--- src/rtl/FanMonitorRegs.sv ---
// Register map and shared types for the fan monitor; the firmware header is generated from this package.
package FanMonitorRegs;

  localparam int REG_ALARM        = 'h000;
  localparam int REG_IRQ_EN       = 'h002;
  localparam int REG_WINDOW_COUNT = 'h004;
  localparam int REG_RPM_BASE     = 'h020;
  localparam int REG_THRESH_BASE  = 'h022;
  localparam int CHANNEL_STRIDE   = 4;

  typedef logic [15:0] rpm_t;

  typedef enum logic [2:0] {
    SEL_NONE,
    SEL_ALARM,
    SEL_IRQ_EN,
    SEL_WINDOW,
    SEL_RPM,
    SEL_THRESH
  } reg_sel_e;

  // Pulses-per-revolution is restricted to 1, 2 or 4, so the divide is a shift.
  function automatic int ppr_shift(input int ppr);
    return (ppr == 4) ? 2 : ((ppr == 2) ? 1 : 0);
  endfunction

endpackage

--- src/rtl/TachChannel.sv ---
// One tach channel: two-flop synchronizer, stability filter, saturating edge counter and rpm scaling.
module TachChannel
  import FanMonitorRegs::*;
#(
  parameter int FILTER_CYCLES  = 8,
  parameter int PULSES_PER_REV = 2
) (
  input  logic clk,
  input  logic rst,
  input  logic tach,
  input  logic window_end,
  output rpm_t rpm_scaled
);

  logic        sync_a;
  logic        sync_b;
  logic        level;
  logic        level_d;
  logic [7:0]  stable_cnt;
  logic [15:0] edges;
  logic        rise;
  logic [21:0] product;
  logic [21:0] scaled;

  always_ff @(posedge clk) begin
    if (rst) begin
      sync_a <= 1'b0;
      sync_b <= 1'b0;
    end else begin
      sync_a <= tach;
      sync_b <= sync_a;
    end
  end

  // The level only moves once the synchronized input has disagreed with it for FILTER_CYCLES cycles in a row.
  always_ff @(posedge clk) begin
    if (rst) begin
      level      <= 1'b0;
      level_d    <= 1'b0;
      stable_cnt <= '0;
    end else begin
      level_d <= level;
      if (sync_b == level) begin
        stable_cnt <= '0;
      end else if (stable_cnt == 8'(FILTER_CYCLES - 1)) begin
        level      <= sync_b;
        stable_cnt <= '0;
      end else begin
        stable_cnt <= stable_cnt + 8'd1;
      end
    end
  end

  assign rise = level & ~level_d;

  // A rise in the terminal cycle belongs to the window that is just starting.
  always_ff @(posedge clk) begin
    if (rst) begin
      edges <= '0;
    end else if (window_end) begin
      edges <= {15'd0, rise};
    end else if (rise && (edges != 16'hffff)) begin
      edges <= edges + 16'd1;
    end
  end

  assign product    = 22'(edges) * 22'd60;
  assign scaled     = product >> ppr_shift(PULSES_PER_REV);
  assign rpm_scaled = (scaled > 22'h00ffff) ? 16'hffff : scaled[15:0];

endmodule

--- src/rtl/apb_fan_monitor.sv ---
// Multi-channel fan tachometer with a one-wait-state APB register file, latched low-rpm alarms and an irq.
module apb_fan_monitor
  import FanMonitorRegs::*;
#(
  parameter int NUM_FANS       = 2,
  parameter int REFCLK_HZ      = 250000000,
  parameter int PULSES_PER_REV = 2,
  parameter int FILTER_CYCLES  = 8,
  parameter int ADDR_WIDTH     = 10
) (
  input  logic                  clk,
  input  logic                  rst,
  input  logic                  psel,
  input  logic                  penable,
  input  logic                  pwrite,
  input  logic [ADDR_WIDTH-1:0] paddr,
  input  logic [15:0]           pwdata,
  output logic [15:0]           prdata,
  output logic                  pready,
  output logic                  pslverr,
  input  logic [NUM_FANS-1:0]   fan_tach,
  output logic                  irq
);

  localparam int GATE_W = $clog2(REFCLK_HZ);
  localparam int CH_W   = (NUM_FANS > 1) ? $clog2(NUM_FANS) : 1;

  typedef enum logic {IDLE, RESPOND} apb_state_e;

  apb_state_e            state;
  apb_state_e            state_next;
  logic                  start;
  logic [GATE_W-1:0]     gate_cnt;
  logic                  window_end;
  logic                  window_end_d;
  logic [15:0]           window_count;
  rpm_t                  rpm_scaled [NUM_FANS];
  rpm_t                  rpm        [NUM_FANS];
  rpm_t                  thresh     [NUM_FANS];
  logic [NUM_FANS-1:0]   alarm;
  logic [NUM_FANS-1:0]   irq_en;
  logic [NUM_FANS-1:0]   alarm_set;
  logic [NUM_FANS-1:0]   alarm_clr;
  logic [ADDR_WIDTH-1:0] ch_off;
  logic [ADDR_WIDTH-1:0] ch_idx;
  logic [ADDR_WIDTH-1:0] ch_sub;
  reg_sel_e              dec_sel;
  logic [CH_W-1:0]       dec_ch;
  logic                  dec_err;
  logic [15:0]           dec_rdata;
  reg_sel_e              sel_q;
  logic [CH_W-1:0]       ch_q;
  logic                  wr_q;
  logic [15:0]           wdata_q;
  logic                  write_fire;

  assign window_end = (gate_cnt == GATE_W'(REFCLK_HZ - 1));

  always_ff @(posedge clk) begin
    if (rst) begin
      gate_cnt     <= '0;
      window_end_d <= 1'b0;
      window_count <= '0;
    end else begin
      window_end_d <= window_end;
      if (window_end) begin
        gate_cnt     <= '0;
        window_count <= window_count + 16'd1;
      end else begin
        gate_cnt <= gate_cnt + GATE_W'(1);
      end
    end
  end

  for (genvar i = 0; i < NUM_FANS; i++) begin : g_chan
    TachChannel #(
      .FILTER_CYCLES (FILTER_CYCLES),
      .PULSES_PER_REV(PULSES_PER_REV)
    ) u_chan (
      .clk       (clk),
      .rst       (rst),
      .tach      (fan_tach[i]),
      .window_end(window_end),
      .rpm_scaled(rpm_scaled[i])
    );
  end

  always_ff @(posedge clk) begin
    if (rst) begin
      for (int i = 0; i < NUM_FANS; i++) rpm[i] <= '0;
    end else if (window_end) begin
      for (int i = 0; i < NUM_FANS; i++) rpm[i] <= rpm_scaled[i];
    end
  end

  // Address decode happens in the penable cycle; read data is captured then, so a same-cycle rpm update is not seen.
  always_comb begin
    dec_sel   = SEL_NONE;
    ch_off    = paddr - ADDR_WIDTH'(REG_RPM_BASE);
    ch_idx    = ch_off / ADDR_WIDTH'(CHANNEL_STRIDE);
    ch_sub    = ch_off % ADDR_WIDTH'(CHANNEL_STRIDE);
    dec_ch    = CH_W'(ch_idx);
    dec_rdata = '0;
    if (paddr == ADDR_WIDTH'(REG_ALARM)) begin
      dec_sel = SEL_ALARM;
    end else if (paddr == ADDR_WIDTH'(REG_IRQ_EN)) begin
      dec_sel = SEL_IRQ_EN;
    end else if (paddr == ADDR_WIDTH'(REG_WINDOW_COUNT)) begin
      dec_sel = SEL_WINDOW;
    end else if ((paddr >= ADDR_WIDTH'(REG_RPM_BASE)) && (ch_idx < ADDR_WIDTH'(NUM_FANS))) begin
      if (ch_sub == '0) begin
        dec_sel = SEL_RPM;
      end else if (ch_sub == ADDR_WIDTH'(REG_THRESH_BASE - REG_RPM_BASE)) begin
        dec_sel = SEL_THRESH;
      end
    end
    case (dec_sel)
      SEL_ALARM:  dec_rdata = 16'(alarm);
      SEL_IRQ_EN: dec_rdata = 16'(irq_en);
      SEL_WINDOW: dec_rdata = window_count;
      SEL_RPM:    dec_rdata = rpm[dec_ch];
      SEL_THRESH: dec_rdata = thresh[dec_ch];
      default:    dec_rdata = '0;
    endcase
    dec_err = (dec_sel == SEL_NONE) ||
              (pwrite && ((dec_sel == SEL_WINDOW) || (dec_sel == SEL_RPM)));
  end

  always_ff @(posedge clk) begin
    if (rst) state <= IDLE;
    else     state <= state_next;
  end

  always_comb begin
    state_next = state;
    start      = 1'b0;
    case (state)
      IDLE: begin
        if (psel && penable) begin
          start      = 1'b1;
          state_next = RESPOND;
        end
      end
      RESPOND: state_next = IDLE;
      default: state_next = IDLE;
    endcase
  end

  assign pready = (state == RESPOND);

  always_ff @(posedge clk) begin
    if (rst) begin
      prdata  <= '0;
      pslverr <= 1'b0;
      sel_q   <= SEL_NONE;
      ch_q    <= '0;
      wr_q    <= 1'b0;
      wdata_q <= '0;
    end else if (start) begin
      prdata  <= (pwrite || dec_err) ? 16'h0000 : dec_rdata;
      pslverr <= dec_err;
      sel_q   <= dec_err ? SEL_NONE : dec_sel;
      ch_q    <= dec_ch;
      wr_q    <= pwrite;
      wdata_q <= pwdata;
    end else begin
      prdata  <= '0;
      pslverr <= 1'b0;
    end
  end

  assign write_fire = (state == RESPOND) && wr_q;
  assign alarm_clr  = (write_fire && (sel_q == SEL_ALARM)) ? wdata_q[NUM_FANS-1:0] : '0;

  always_comb begin
    alarm_set = '0;
    for (int i = 0; i < NUM_FANS; i++) begin
      alarm_set[i] = window_end_d && (thresh[i] != '0) && (rpm[i] < thresh[i]);
    end
  end

  // A set arriving together with its W1C is kept, since the clear is applied before the set is ORed in.
  always_ff @(posedge clk) begin
    if (rst) begin
      alarm  <= '0;
      irq_en <= '0;
      irq    <= 1'b0;
      for (int i = 0; i < NUM_FANS; i++) thresh[i] <= '0;
    end else begin
      alarm <= (alarm & ~alarm_clr) | alarm_set;
      irq   <= |(alarm & irq_en);
      if (write_fire && (sel_q == SEL_IRQ_EN)) irq_en <= wdata_q[NUM_FANS-1:0];
      if (write_fire && (sel_q == SEL_THRESH)) thresh[ch_q] <= wdata_q;
    end
  end

endmodule

--- config.mk ---
export PLATFORM = sky130hd
export DESIGN_NAME = apb_fan_monitor
export DESIGN_NICKNAME = d
export VERILOG_FILES = /design/src/rtl/FanMonitorRegs.sv /design/src/rtl/TachChannel.sv /design/src/rtl/apb_fan_monitor.sv
export SDC_FILE = /design/constraint.sdc
export NUM_CORES = 1
export LEC_CHECK = 0
export CORE_UTILIZATION = 35
export DETAILED_ROUTE_END_ITERATION = 8
export GPL_ROUTABILITY_DRIVEN = 0
export SLEW_MARGIN = 15
export SYNTH_ARGS = -nofsm -noshare
export SYNTH_HDL_FRONTEND = slang
export SYNTH_SLANG_ARGS = --single-unit
--- constraint.sdc ---
create_clock -name clk -period 3.98 [get_ports clk]
set_input_delay 0.796 -clock clk [delete_from_list [all_inputs] [get_ports clk]]
set_output_delay 0.796 -clock clk [all_outputs]
set_load 0.005 [all_outputs]
==> reports/metrics.yaml <==
outcome:
  status: "finished clean"
global_routing:
  grt_overflow: 0
  grt_antenna_before_repair: 0
  grt_pass1_vias: 9865
  grt_pass1_wl_um: 49300
  grt_max_degree: 49
  grt.total_usage_pct: 15.5
route:
  drc_errors: 0
  dr.pass1.iters: 5
  ant_nets: 0
  num_vias: 9789
  first_iter_violations: 522
  via_per_inst: 5.00
  wl_um: 28900
  wl_per_cell_um: 14.8
worst_setup_path:
  crit_type: "flip-flop to flip-flop"
  r2r-start: "g_chan[1].u_chan.edges[2]"
  crit_path_end_kind: "flip-flop"
  rrSetupSlack_ns: 0.11
  worstPathMaxFanout: 8
  timing.rr.end: "rpm[1][6]"
  crit_required_ns: 4.25
  r2r_cells: 14
  crit_arrival_ns: 4.14
  setup.worst_path.start_class: "flip-flop"
clocking:
  root_buffer: "clkbuf_16"
  cts-htree-levels: 1
  cts.sinks: 209
  numCtsBuffers: 24
  cts_tree: "done"
  clk_pin_slew_worst_paths_ns: 0.06
  hold_buffers: 0
  clock_latency_ns: 0.53
  ctsLongestPathBuffers: 3
pwr:
  vdd.ir_drop.worst_uv: 263
  p_leak_nw: 6.29
  p_total_mw: 4.60
  p_per_area_nw_per_um2: 301
worst_hold_path:
  min_delay_path_depth: 1
  holdCritPathClass: "flip-flop to flip-flop"
  min_to: "g_chan[1].u_chan.sync_b"
  holdCritStartpoint: "g_chan[1].u_chan.sync_a"
synthesis:
  synthXorXnorAreaFrac_pct: 6.66
  yosysWarnings: 0
  syn_nets: 1598
  synth_top_area_share_pct: 22.1
  netlist_instances: 1398
  synth_fa_ha_area_share_pct: 19.1
  yosys.area.top_type: "dfxtp_1"
  synth_ff_type: "dfxtp_1"
  syn_area_um2: 13200
  synth_top_family_by_area: "adder cells"
  syn_area_per_cell_um2: 9.41
  synth.distinct_cells: 69
  synth_edf_count: 64
  synth.area.mux_share_pct: 2.12
  synthTopCellsByArea: "dfxtp_1, edfxtp_1, ha_1"
  synth_compound_area_share_pct: 12.2
  ys_seq_elements: 209
  synthArstFlopShare_pct: 0
  yosysSeqAreaShare_pct: 36.7
  synthSimpleGateAreaFrac_pct: 17.8
cells_and_area:
  drive_gt1_share_pct: 10.1
  nets: 1671
  final_common_cell: "dfxtp_1"
  num_antenna_cells: 0
  instances_no_fill: 1957
  layout_common_cells: "dfxtp_1, nor2_1, inv_1"
  finalInstanceArea_um2: 15300
  area_growth_pct: 16.2
placed_design:
  io_buffer_count: 51
  place.detailed.hpwl_um: 22100
  dpl.cell_count: 1905
  placed_area_um2: 14400
  place_ws_ns: -0.0696
timing:
  fmax_mhz: 258
  drv_slew: 0
  relSlewSlack_pct: 45.3
  tightestPinTransition_ns: 0.813
  setup_viol: 0
  clock-skew-final_ns: 0.0168
  fin_ws_ns: 0.110
  hold_viol_final: 0
  finalCritPeriodShare_pct: 97.2
  finalWorstPathRequiredPeriod_ns: 3.87
  tns_ns: 0
die:
  start_util_pct: 35.8
  rows: 70
  core_area_um2: 36800
  ios: 52
  die_h_um: 196
  fp.dieW_um: 196
  fp.dieArea_um2: 38400
job:
  cap_violations: 0
[Yosys cell counts, drive strengths merged (4+ instances only)]
cell type	count
dfxtp	145
nor2	139
inv	138
ha	110
nand2	106
a21oi	92
edfxtp	64
fa	57
xnor2	51
xor2	49
and2	38
nand3	38
clkbuf	34
o21ai	34
and3	20
o21a	20
a21o	19
nand4	19
nor3	19
nand2b	17
nor4	16
mux2	15
a222oi	14
a22o	14
nor2b	13
buf	12
or3	12
mux2i	11
or2	10
a22oi	6
a31oi	5
o211ai	5
a21boi	4
nor3b	4
o21bai	4
or4	4
[worst max path at each step]
stage / to / cells past startpoint / startpoint
after global placement: rpm[1][13] / 13 / g_chan[1].u_chan.edges[5]
after global routing: rpm[1][5] / 14 / g_chan[1].u_chan.edges[2]
final: rpm[1][6] / 14 / g_chan[1].u_chan.edges[2]
after floorplan: rpm[1][14] / 14 / g_chan[1].u_chan.edges[3]
after CTS: rpm[1][6] / 13 / g_chan[1].u_chan.edges[2]
after detailed placement: rpm[1][6] / 14 / g_chan[1].u_chan.edges[2]
[cells by family (layout without fill, tap and decap cells)]
logic type / count (synthesis) / count (layout)
simple gates: 469 / 469
compound gates: 243 / 243
flops: 209 / 209
buf+inv: 184 / 275
fa+ha+maj: 167 / 167
xor+xnor: 100 / 100
mux: 26 / 26
[power breakdown]
| group | internal (mW) | total (mW) | switching, mW |
|---|---|---|---|
| sequential | 2.23 | 2.27 | 0.0389 |
| clock | 1.26 | 2.15 | 0.894 |
| combinational | 0.0834 | 0.184 | 0.100 |
| total | 3.57 | 4.60 | 1.03 |
[through the flow]
step                      hold slack (ns)  util, %
after floorplan                     0.413        -
after global placement              0.423     39.1
after detailed placement            0.426     39.1
after CTS                           0.440     41.3
after global routing                0.457     41.6
final                               0.434     41.6
[timing repair]
item / CTS / global route
pin swaps: 2 / 13
gates resized for setup: 5 / 35
cloned: 0 / 1
buffers inserted: 2 / 5
setup endpoints to repair: 16 / 32
[layout make-up]
type / count / area [um^2]
Clock inverter: 7 / 52.6
Fill cell: 3628 / 21500
Tap cell: 468 / 586
Inverter: 138 / 520
Sequential cell: 209 / 4830
Multi-Input combinational cell: 1005 / 7710
Clock buffer: 37 / 722
Timing Repair Buffer: 93 / 866
[sequential cells by signal, indices dropped and copies added, names as in the netlist]
name,flops
g_chan.u_chan.sync_b,2
window_end_d,1
g_chan.u_chan.level_d,2
g_chan.u_chan.edges,32
wr_q,1
ch_q,1
g_chan.u_chan.sync_a,2
irq_en,2
pslverr,1
irq,1
thresh,32
window_count,16
g_chan.u_chan.stable_cnt,16
rpm,32
g_chan.u_chan.level,2
wdata_q,16
pready,1
gate_cnt,28
alarm,2
sel_q,3
prdata,16
[routing by layer]
layer | track usage (%) | wire (um)
met5 | 0 | 0
met4 | 4.31 | 750
met3 | 2.03 | 896
met2 | 27.6 | 14300
met1 | 19.5 | 13000
[worst max-delay path, stage by stage (launching register included)]
cell and delay, ns:
dfxtp_4 0.39, fa_2 0.47, xor2_2 0.17, ha_1 0.18, or2_2 0.32, ha_4 0.27, buf_4 0.12, nand4_1 0.13
a21oi_2 0.22, o211ai_1 0.15, a21oi_2 0.20, mux2i_1 0.09, or4_4 0.57, buf_6 0.16, o21a_1 0.18
Power figures use the tool's default switching activity.
